===== config.mk =====
export PLATFORM = sky130hd
export DESIGN_NAME = uart_tx_arbiter
export DESIGN_NICKNAME = d
export VERILOG_FILES = /design/src/rtl/uart_tx_arbiter.sv
export SDC_FILE = /design/constraint.sdc
export NUM_CORES = 1
export LEC_CHECK = 0
export CAP_MARGIN = 20
export CORE_ASPECT_RATIO = 1.4
export CORE_MARGIN = 4
export CORE_UTILIZATION = 46
export CTS_CLUSTER_SIZE = 14
export DETAILED_ROUTE_END_ITERATION = 12
export PLACE_DENSITY_LB_ADDON = 0.25
export SLEW_MARGIN = 40
export SYNTH_ARGS = -nofsm -noshare
export SYNTH_HDL_FRONTEND = slang
export SYNTH_SLANG_ARGS = --single-unit

===== constraint.sdc =====
create_clock -name clk_i -period 2.71 [get_ports clk_i]
set_input_delay 0.542 -clock clk_i [delete_from_list [all_inputs] [get_ports clk_i]]
set_output_delay 0.542 -clock clk_i [all_outputs]
set_load 0.02 [all_outputs]

===== src/rtl/uart_tx_arbiter.sv =====
// rtl/uart_tx_arbiter.sv - round-robin arbiter sharing one UART transmitter among 4 byte requesters
//
// Picks one requester at a time and hands its byte to the UART TX with a one-cycle start pulse.
// The owner may send up to BURST_MAX bytes back-to-back. After that it is forced to rotate.
// Ports:
//   clk_i       clock, rising edge
//   rst_ni      asynchronous active-low reset
//   req_i       per-requester byte pending
//   data_i      packed bytes, byte i = data_i[i*DATA_W +: DATA_W]
//   ack_o       one-cycle pulse, byte of requester i accepted
//   tx_busy_i   UART TX busy flag
//   tx_start_o  one-cycle pulse loading tx_data_o into the UART TX
//   tx_data_o   byte to transmit, valid while tx_start_o=1
//   grant_o     one-hot current owner, 0 when idle
//   gnt_idx_o   binary owner index, holds last owner when idle
module uart_tx_arbiter #(
    parameter int DATA_W    = 8,
    parameter int BURST_MAX = 4
) (
    input  logic                clk_i,
    input  logic                rst_ni,
    input  logic [3:0]          req_i,
    input  logic [4*DATA_W-1:0] data_i,
    output logic [3:0]          ack_o,
    input  logic                tx_busy_i,
    output logic                tx_start_o,
    output logic [DATA_W-1:0]   tx_data_o,
    output logic [3:0]          grant_o,
    output logic [1:0]          gnt_idx_o
);

    localparam int CNT_W = $clog2(BURST_MAX + 1);

    typedef enum logic [1:0] {IDLE, SEND, WAIT_HI, WAIT_LO} state_e;

    state_e              state_q, state_d;
    logic [1:0]          ptr_q, ptr_d;
    logic [1:0]          idx_q, idx_d;
    logic [3:0]          grant_q, grant_d;
    logic [3:0]          ack_q, ack_d;
    logic                start_q, start_d;
    logic [DATA_W-1:0]   data_q, data_d;
    logic [CNT_W-1:0]    burst_q, burst_d;

    logic                pick_found;
    logic [1:0]          pick_idx;
    logic [1:0]          cand;

    function automatic logic [DATA_W-1:0] byte_of(input logic [4*DATA_W-1:0] bus,
                                                  input logic [1:0] idx);
        return bus[int'(idx)*DATA_W +: DATA_W];
    endfunction

    // Scan from the farthest offset down to ptr so the nearest requester wins.
    always_comb begin
        pick_found = 1'b0;
        pick_idx   = ptr_q;
        cand       = ptr_q;
        for (int k = 3; k >= 0; k--) begin
            cand = ptr_q + 2'(k);
            if (req_i[cand]) begin
                pick_found = 1'b1;
                pick_idx   = cand;
            end
        end
    end

    // The start/ack/data pulse is registered on entry to SEND, so it is visible during SEND.
    always_comb begin
        state_d = state_q;
        ptr_d   = ptr_q;
        idx_d   = idx_q;
        grant_d = grant_q;
        ack_d   = 4'b0000;
        start_d = 1'b0;
        data_d  = data_q;
        burst_d = burst_q;
        unique case (state_q)
            IDLE: begin
                grant_d = 4'b0000;
                if (pick_found && !tx_busy_i) begin
                    idx_d   = pick_idx;
                    grant_d = 4'b0001 << pick_idx;
                    ack_d   = 4'b0001 << pick_idx;
                    start_d = 1'b1;
                    data_d  = byte_of(data_i, pick_idx);
                    burst_d = '0;
                    state_d = SEND;
                end
            end
            SEND: begin
                burst_d = burst_q + CNT_W'(1);
                state_d = WAIT_HI;
            end
            WAIT_HI: begin
                if (tx_busy_i) begin
                    state_d = WAIT_LO;
                end
            end
            WAIT_LO: begin
                if (!tx_busy_i) begin
                    if (req_i[idx_q] && (burst_q < CNT_W'(BURST_MAX))) begin
                        ack_d   = 4'b0001 << idx_q;
                        start_d = 1'b1;
                        data_d  = byte_of(data_i, idx_q);
                        state_d = SEND;
                    end else begin
                        grant_d = 4'b0000;
                        ptr_d   = idx_q + 2'd1;
                        state_d = IDLE;
                    end
                end
            end
            default: state_d = IDLE;
        endcase
    end

    always_ff @(posedge clk_i or negedge rst_ni) begin
        if (!rst_ni) begin
            state_q <= IDLE;
            ptr_q   <= 2'd0;
            idx_q   <= 2'd0;
            grant_q <= 4'b0000;
            ack_q   <= 4'b0000;
            start_q <= 1'b0;
            data_q  <= '0;
            burst_q <= '0;
        end else begin
            state_q <= state_d;
            ptr_q   <= ptr_d;
            idx_q   <= idx_d;
            grant_q <= grant_d;
            ack_q   <= ack_d;
            start_q <= start_d;
            data_q  <= data_d;
            burst_q <= burst_d;
        end
    end

    assign ack_o      = ack_q;
    assign tx_start_o = start_q;
    assign tx_data_o  = data_q;
    assign grant_o    = grant_q;
    assign gnt_idx_o  = idx_q;

endmodule


---- Word-level counts from Yosys, hierarchy flattened ----
Cells that the tools add are included.
cells by class
  add/subtract/negate cells ............... 5
  magnitude comparators ................... 6
  equality and inequality tests ........... 8
  shift operators ......................... 4
  muxes and demuxes ....................... 40
  bitwise logic cells ..................... 2
  reductions and logical operators ........ 12
operators by type and width
  kind                                                        number
  indexed part select 32 x 6 -> 8 bit                         2
  two-way mux 8 bit                                           3
  two-way mux 4 bit                                           5
  case mux 4 bit (2 select lines)                             2
  case mux 8 bit (2 select lines)                             1
  less-than comparator 2 x 3 -> 1 bit, second input constant  5
  two-way mux 2 bit                                           7
  two-way mux 1 bit                                           13
  binary-select mux 1 bit (select 2 bit)                      5
  inequality test 2 bit, second input constant                5
  AND reduction 3 bit                                         3
  case mux 2 bit (4 select lines)                             1
  << shifter 1 x 2 -> 4 bit, first input constant             2
  case mux 3 bit (2 select lines)                             1
  adder 2 x 1 -> 2 bit, second input constant                 2
  adder 2 bit, second input constant                          2
  == test 2 bit, second input constant                        2
  AND reduction 2 bit                                         2
  AND reduction 4 bit                                         1
  nonzero test 2 bit                                          2
  adder 3 x 1 -> 3 bit, second input constant                 1
  less-than comparator 3 bit, second input constant           1
  two-way mux 3 bit                                           1
  == test 2 x 1 -> 1 bit, second input constant               1
  5 further kinds                                             7
word-level totals
  register bits ........................... 26
  output and inout port bits .............. 19

---- Longest topological paths before layout ----
  depth in word-level cells ............... 10
  mapped depth ............................ 10
  gate-level depth less buffers ........... 7

---- Worst setup path before layout ----
OpenSTA, ideal clock, no wires.
  path kind ............................... reg2reg
  start point ............................. register state_q[0]
  end point ............................... register data_q[0] (netlist: tx_data_o[0])
  library setup time ...................... 0.145 ns
  arrival ................................. 1.884 ns
  data required time ...................... 2.565 ns
  setup slack ............................. 0.681 ns
  stages on the path, launching flop included .. 9
  path buffers ............................ 1
  period minus slack after synthesis ...... 2.029 ns
  cells stage by stage .................... dfrtp_1 inv_1 ha_1 clkbuf_1 nor2_1 a211oi_1 o21ai_1 a2111oi_0 a211oi_2
between the ends
  longest elaborated chain between the ends .. 3
  elaborated cells between the ends (all ways) .. 8
  classes of those cells .................. eq/ne: 4; mux: 1; reduce/logical: 3
ends and longest elaborated chain
  what                                                                          line  text
  start: declaration                                                            36    state_e state_q, state_d;
  start signal: assignment                                                      129   state_q <= state_d;
  == test 2 bit or zero test 2 bit (tied branches)                              78    unique case (state_q)
  inequality test 2 bit (no source line) or nonzero test 2 bit (tied branches)  n/a
  AND reduction 4 bit (no source line)                                          n/a
  end signal: assignment                                                        135   data_q <= data_d;
  end: declaration                                                              42    logic [DATA_W-1:0] data_q, data_d;
Parallel ways exist; a longest one is shown, timed or not.
A chain may end at the register's enable or synchronous reset.

---- Worst setup path in the final report ----
  start point ............................. input req_i[0]
  end point ............................... register data_q[2] (netlist: tx_data_o[2])
between the ends
  longest elaborated chain between the ends .. 9
  elaborated cells between the ends (all ways) .. 26
  classes of those cells .................. eq/ne: 2; shift: 1; mux: 20; reduce/logical: 3
ends and longest elaborated chain
  what                                                                      line    text
  start: declaration                                                        22      input logic [3:0] req_i,
  binary-select mux 1 bit (select 2 bit)                                    61      if (req_i[cand]) begin
  two-way mux 1 bit (implied by the code)                                   61
  two-way mux 2 bit or two-way mux 1 bit (tied branches) (4 in a row)       61
  indexed part select 32 x 6 -> 8 bit or logical AND 1 bit (tied branches)  51, 81
  two-way mux 8 bit or inequality test 2 bit (tied branches)                n/a
  case mux 8 bit (2 select lines) or AND reduction 4 bit (tied branches)    n/a
Parallel ways exist; a longest one is shown, timed or not. The select of a mux whose other input is x is not followed.

==> reports/summary.log <==
[route] Antenna Violating Nets Remaining 0
[cells_and_area] final core utilization 68.3%
[synthesis] synthesized area 1800 um^2
[global_routing] number of global-route vias before repair 1,690
[cells_and_area] total inserted antenna cells 0
[sta] RSZ-0062 raised after global routing false
[sta] Max Clk Rate 411 MHz
[synthesis] most frequent cell after synthesis sky130_fd_sc_hd__dfrtp_1
[sta] number of failing setup endpoints in the final timing report 0
[synthesis] synthesized instance count 188
[synthesis] biggest area contributors in the synthesized netlist sky130_fd_sc_hd__dfrtp_1, sky130_fd_sc_hd__ha_1, sky130_fd_sc_hd__a211oi_2
[cts] clock buffer count from CTS 3
[min_path] launch instance of the worst min-delay path grant_o[2]$_DFFE_PN0P_
[global_routing] number of antenna violations at the first check in global routing 0
[cts] post-CTS repair timing setup buffer count 0
[synthesis] share of synthesized area occupied by flip-flops and latches 36.1%
[synthesis] mean post-synth cell area 9.59 um^2
[synthesis] Syn Nets 237
[synthesis] Most used DFF post-synth sky130_fd_sc_hd__dfrtp_1
[cts] later-pin clock latency in the skew report 0.28 ns
[global_routing] pin count of the biggest net entering global routing 27
[synthesis] number of enable-type register cells in the synthesized netlist 0
[min_path] count of cells along the worst hold path 1
[setup_path] worst setup slack for register-to-register paths 0.31 ns
[placement] number of buffers added on ports 57
[cts] post_cts resized 0
[setup_path] endpoint of the most critical register-to-register path tx_data_o[2]$_DFFE_PN0P_
[sta] share of the cycle needed by the critical path after routing 89.7%
[setup_path] Worst Setup Path Type in -> reg
[setup_path] largest fanout on the critical path 7
[synthesis] library cell with the largest summed area after synthesis sky130_fd_sc_hd__dfrtp_1
[floorplanning] number of standard-cell rows in the floorplan 26
[min_path] Hold Path End grant_o[2]$_DFFE_PN0P_
[setup_path] required time at the endpoint of the critical path 2.86 ns
[floorplanning] area of the die 5000 um^2
[route] iteration-0 DRC count of the detailed router 64
[min_path] worst min path class reg -> reg
[placement] sum of net half-perimeters after detailed placement 3760 um
[cts] CTS tree done
[route] detailed-route wire length 4710 um
[setup_path] Worst R2R Path Depth 8
[cts] Root Buffer Master sky130_fd_sc_hd__clkbuf_8
[placement] post-placement worst setup slack -0.0326 ns
[route] drt pass-1 iters 4
[placement] routability congestion estimate from global placement 0.831
[sta] count of pins over their slew limit 0
[cells_and_area] Synth-to-Final Area Change 40.5%
[synthesis] Yosys reg bits 26
[sta] Fin Hold WS 0.496 ns
[run_status] run status finished clean
[global_routing] global-route wire length before repair 7580 um
[cts] hold buffer count at CTS 0
[sta] Total Neg Setup Slack 0 ns
[sta] transition time at the pin with the least slew margin 0.733 ns
[cts] H-tree level count 1
[floorplanning] DIE HEIGHT 82.1 um
[setup_path] startpoint type of the worst setup path primary input
[power_and_ir_drop] largest vdd supply drop 627 uV
[global_routing] GRT Total Usage 20.1%
[floorplanning] die width 60.9 um
[floorplanning] Initial Utilization 48.6%
[run] number of max-cap violations 0
[power_and_ir_drop] leakage power figure 1.05 nW
[floorplanning] top-level port count 58
[cts] CTS Sinks 26
[route] vias 1,667
[cts] maximum root-to-sink buffer count 2
[setup_path] data arrival at the endpoint of the critical path 2.58 ns
[synthesis] distinct cell type count of the synthesized netlist 45
[sta] final period demand of the worst path 2.43 ns
[power_and_ir_drop] power after layout 0.00264 W
[setup_path] r2r startpoint state_q[1]$_DFFE_PN0P_
[global_routing] Remaining Overflow, GRT 0
[sta] number of endpoints with negative hold slack in the final report 0
[synthesis] share of flip-flops with an asynchronous set or reset after synthesis 100%
[floorplanning] core area 3710 um^2
[cells_and_area] Final Net Count 302
[power_and_ir_drop] Pwr per Cell Area 1040 nW/um^2
[route] number of remaining DRC errors 0
[route] Vias/cell 5.67
[synthesis] Commonest cells post-synth sky130_fd_sc_hd__dfrtp_1, sky130_fd_sc_hd__nor2_1, sky130_fd_sc_hd__nand2_1, sky130_fd_sc_hd__ha_1
[sta] largest clock skew in the final design 0.00653 ns
[cts] clock transition time at the flip-flop clock pins of the worst setup and hold paths 0.09 ns
[sta] Max transition margin 49.9%
[sta] worst-case setup margin in the final layout 0.278 ns
[route] Wirelength per Cell 16.0 um
[synthesis] Yosys Warn Count 0
[setup_path] category of the worst setup path capture point flop
[synthesis] share of the synthesized area in the top cell type 36.1%
[cells_and_area] fraction of final layout cells sized beyond drive strength 1 13.9%
## worst max-delay path by stage
stage | startpoint | to | slack (ns)
2_1_floorplan | state_q[0]$_DFFE_PN0P_ | tx_data_o[0]$_DFFE_PN0P_ | 0.68
3_3_place_gp | req_i[1] | tx_data_o[6]$_DFFE_PN0P_ | 0.02
3_5_place_dp | req_i[0] | tx_data_o[2]$_DFFE_PN0P_ | -0.03
4_1_cts | req_i[0] | tx_data_o[2]$_DFFE_PN0P_ | 0.27
5_1_grt | state_q[0]$_DFFE_PN0P_ | tx_data_o[2]$_DFFE_PN0P_ | 0.08
6_report | req_i[0] | tx_data_o[2]$_DFFE_PN0P_ | 0.28
## cells in the final DEF (no fill, tap or decap), drive strengths merged, types with 4 or more instances in the layout
cell	n
dfrtp	26
a2111oi	8
o21ai	10
nor2b	4
a21oi	6
inv	7
a211oi	10
ha	10
a31oi	9
buf	11
nand2	19
nor2	20
clkdlybuf4s50	57
mux2i	9
## sequential cells by signal, summed over array words and instances (netlist names)
name	flops
ack_o	4
burst_q	3
gnt_idx_o	2
grant_o	4
ptr_q	2
state_q	2
tx_data_o	8
tx_start_o	1
## worst max-delay path: stages
cell and delay (ns):
sky130_fd_sc_hd__clkdlybuf4s50_1 0.59, sky130_fd_sc_hd__nor4_1 0.12, sky130_fd_sc_hd__a211oi_1 0.34, sky130_fd_sc_hd__o21ai_1 0.20, sky130_fd_sc_hd__buf_4 0.19, sky130_fd_sc_hd__a2111oi_0 0.50, sky130_fd_sc_hd__a211oi_2 0.09
## area by class of cell
| class | instances | area (um^2) |
|---|---|---|
| Tap cell | 42 | 52.6 |
| Multi-Input combinational cell | 147 | 1080 |
| Clock buffer | 3 | 41.3 |
| Sequential cell | 26 | 651 |
| Clock inverter | 1 | 30.0 |
| Inverter | 7 | 26.3 |
| Timing Repair Buffer | 68 | 653 |
| Fill cell | 316 | 1170 |
## metal layers
metal  track usage [%]  wire length, um  vias to the layer above
li1                  -                -                      830
met1              22.1             1780                      784
met2              38.4             2550                       48
met3              2.67              317                        5
met4              6.07               59                        0
met5                 0                0                        -
## through the flow
stage | std cells | area, um^2
floorplan | 188 | 1800
global placement | 290 | 2460
detailed placement | 290 | 2460
CTS | 294 | 2530
global route | 294 | 2530
finish | 294 | 2530
## where the power goes
group,switching (W),internal (W),total (W)
Sequential,0.000139,0.000553,0.000691
Combinational,0.000879,0.000745,0.00162
Clock,0.000128,0.000198,0.000326
Total,0.00115,0.00150,0.00264
## cells by family (layout without fill, tap and decap cells)
family	count (synthesis)	count (layout)	share of synthesized area, %
AOI/OAI and AO/OA	59	59	26.5
xor gates and xnor gates	1	1	0.486
adders and majority gates	10	10	6.94
buffers and inverters	15	79	4.03
DFF	26	26	36.1
muxes	13	13	8.12
and+or+nand+nor	64	64	17.8
(Power assumes the default switching activity.)
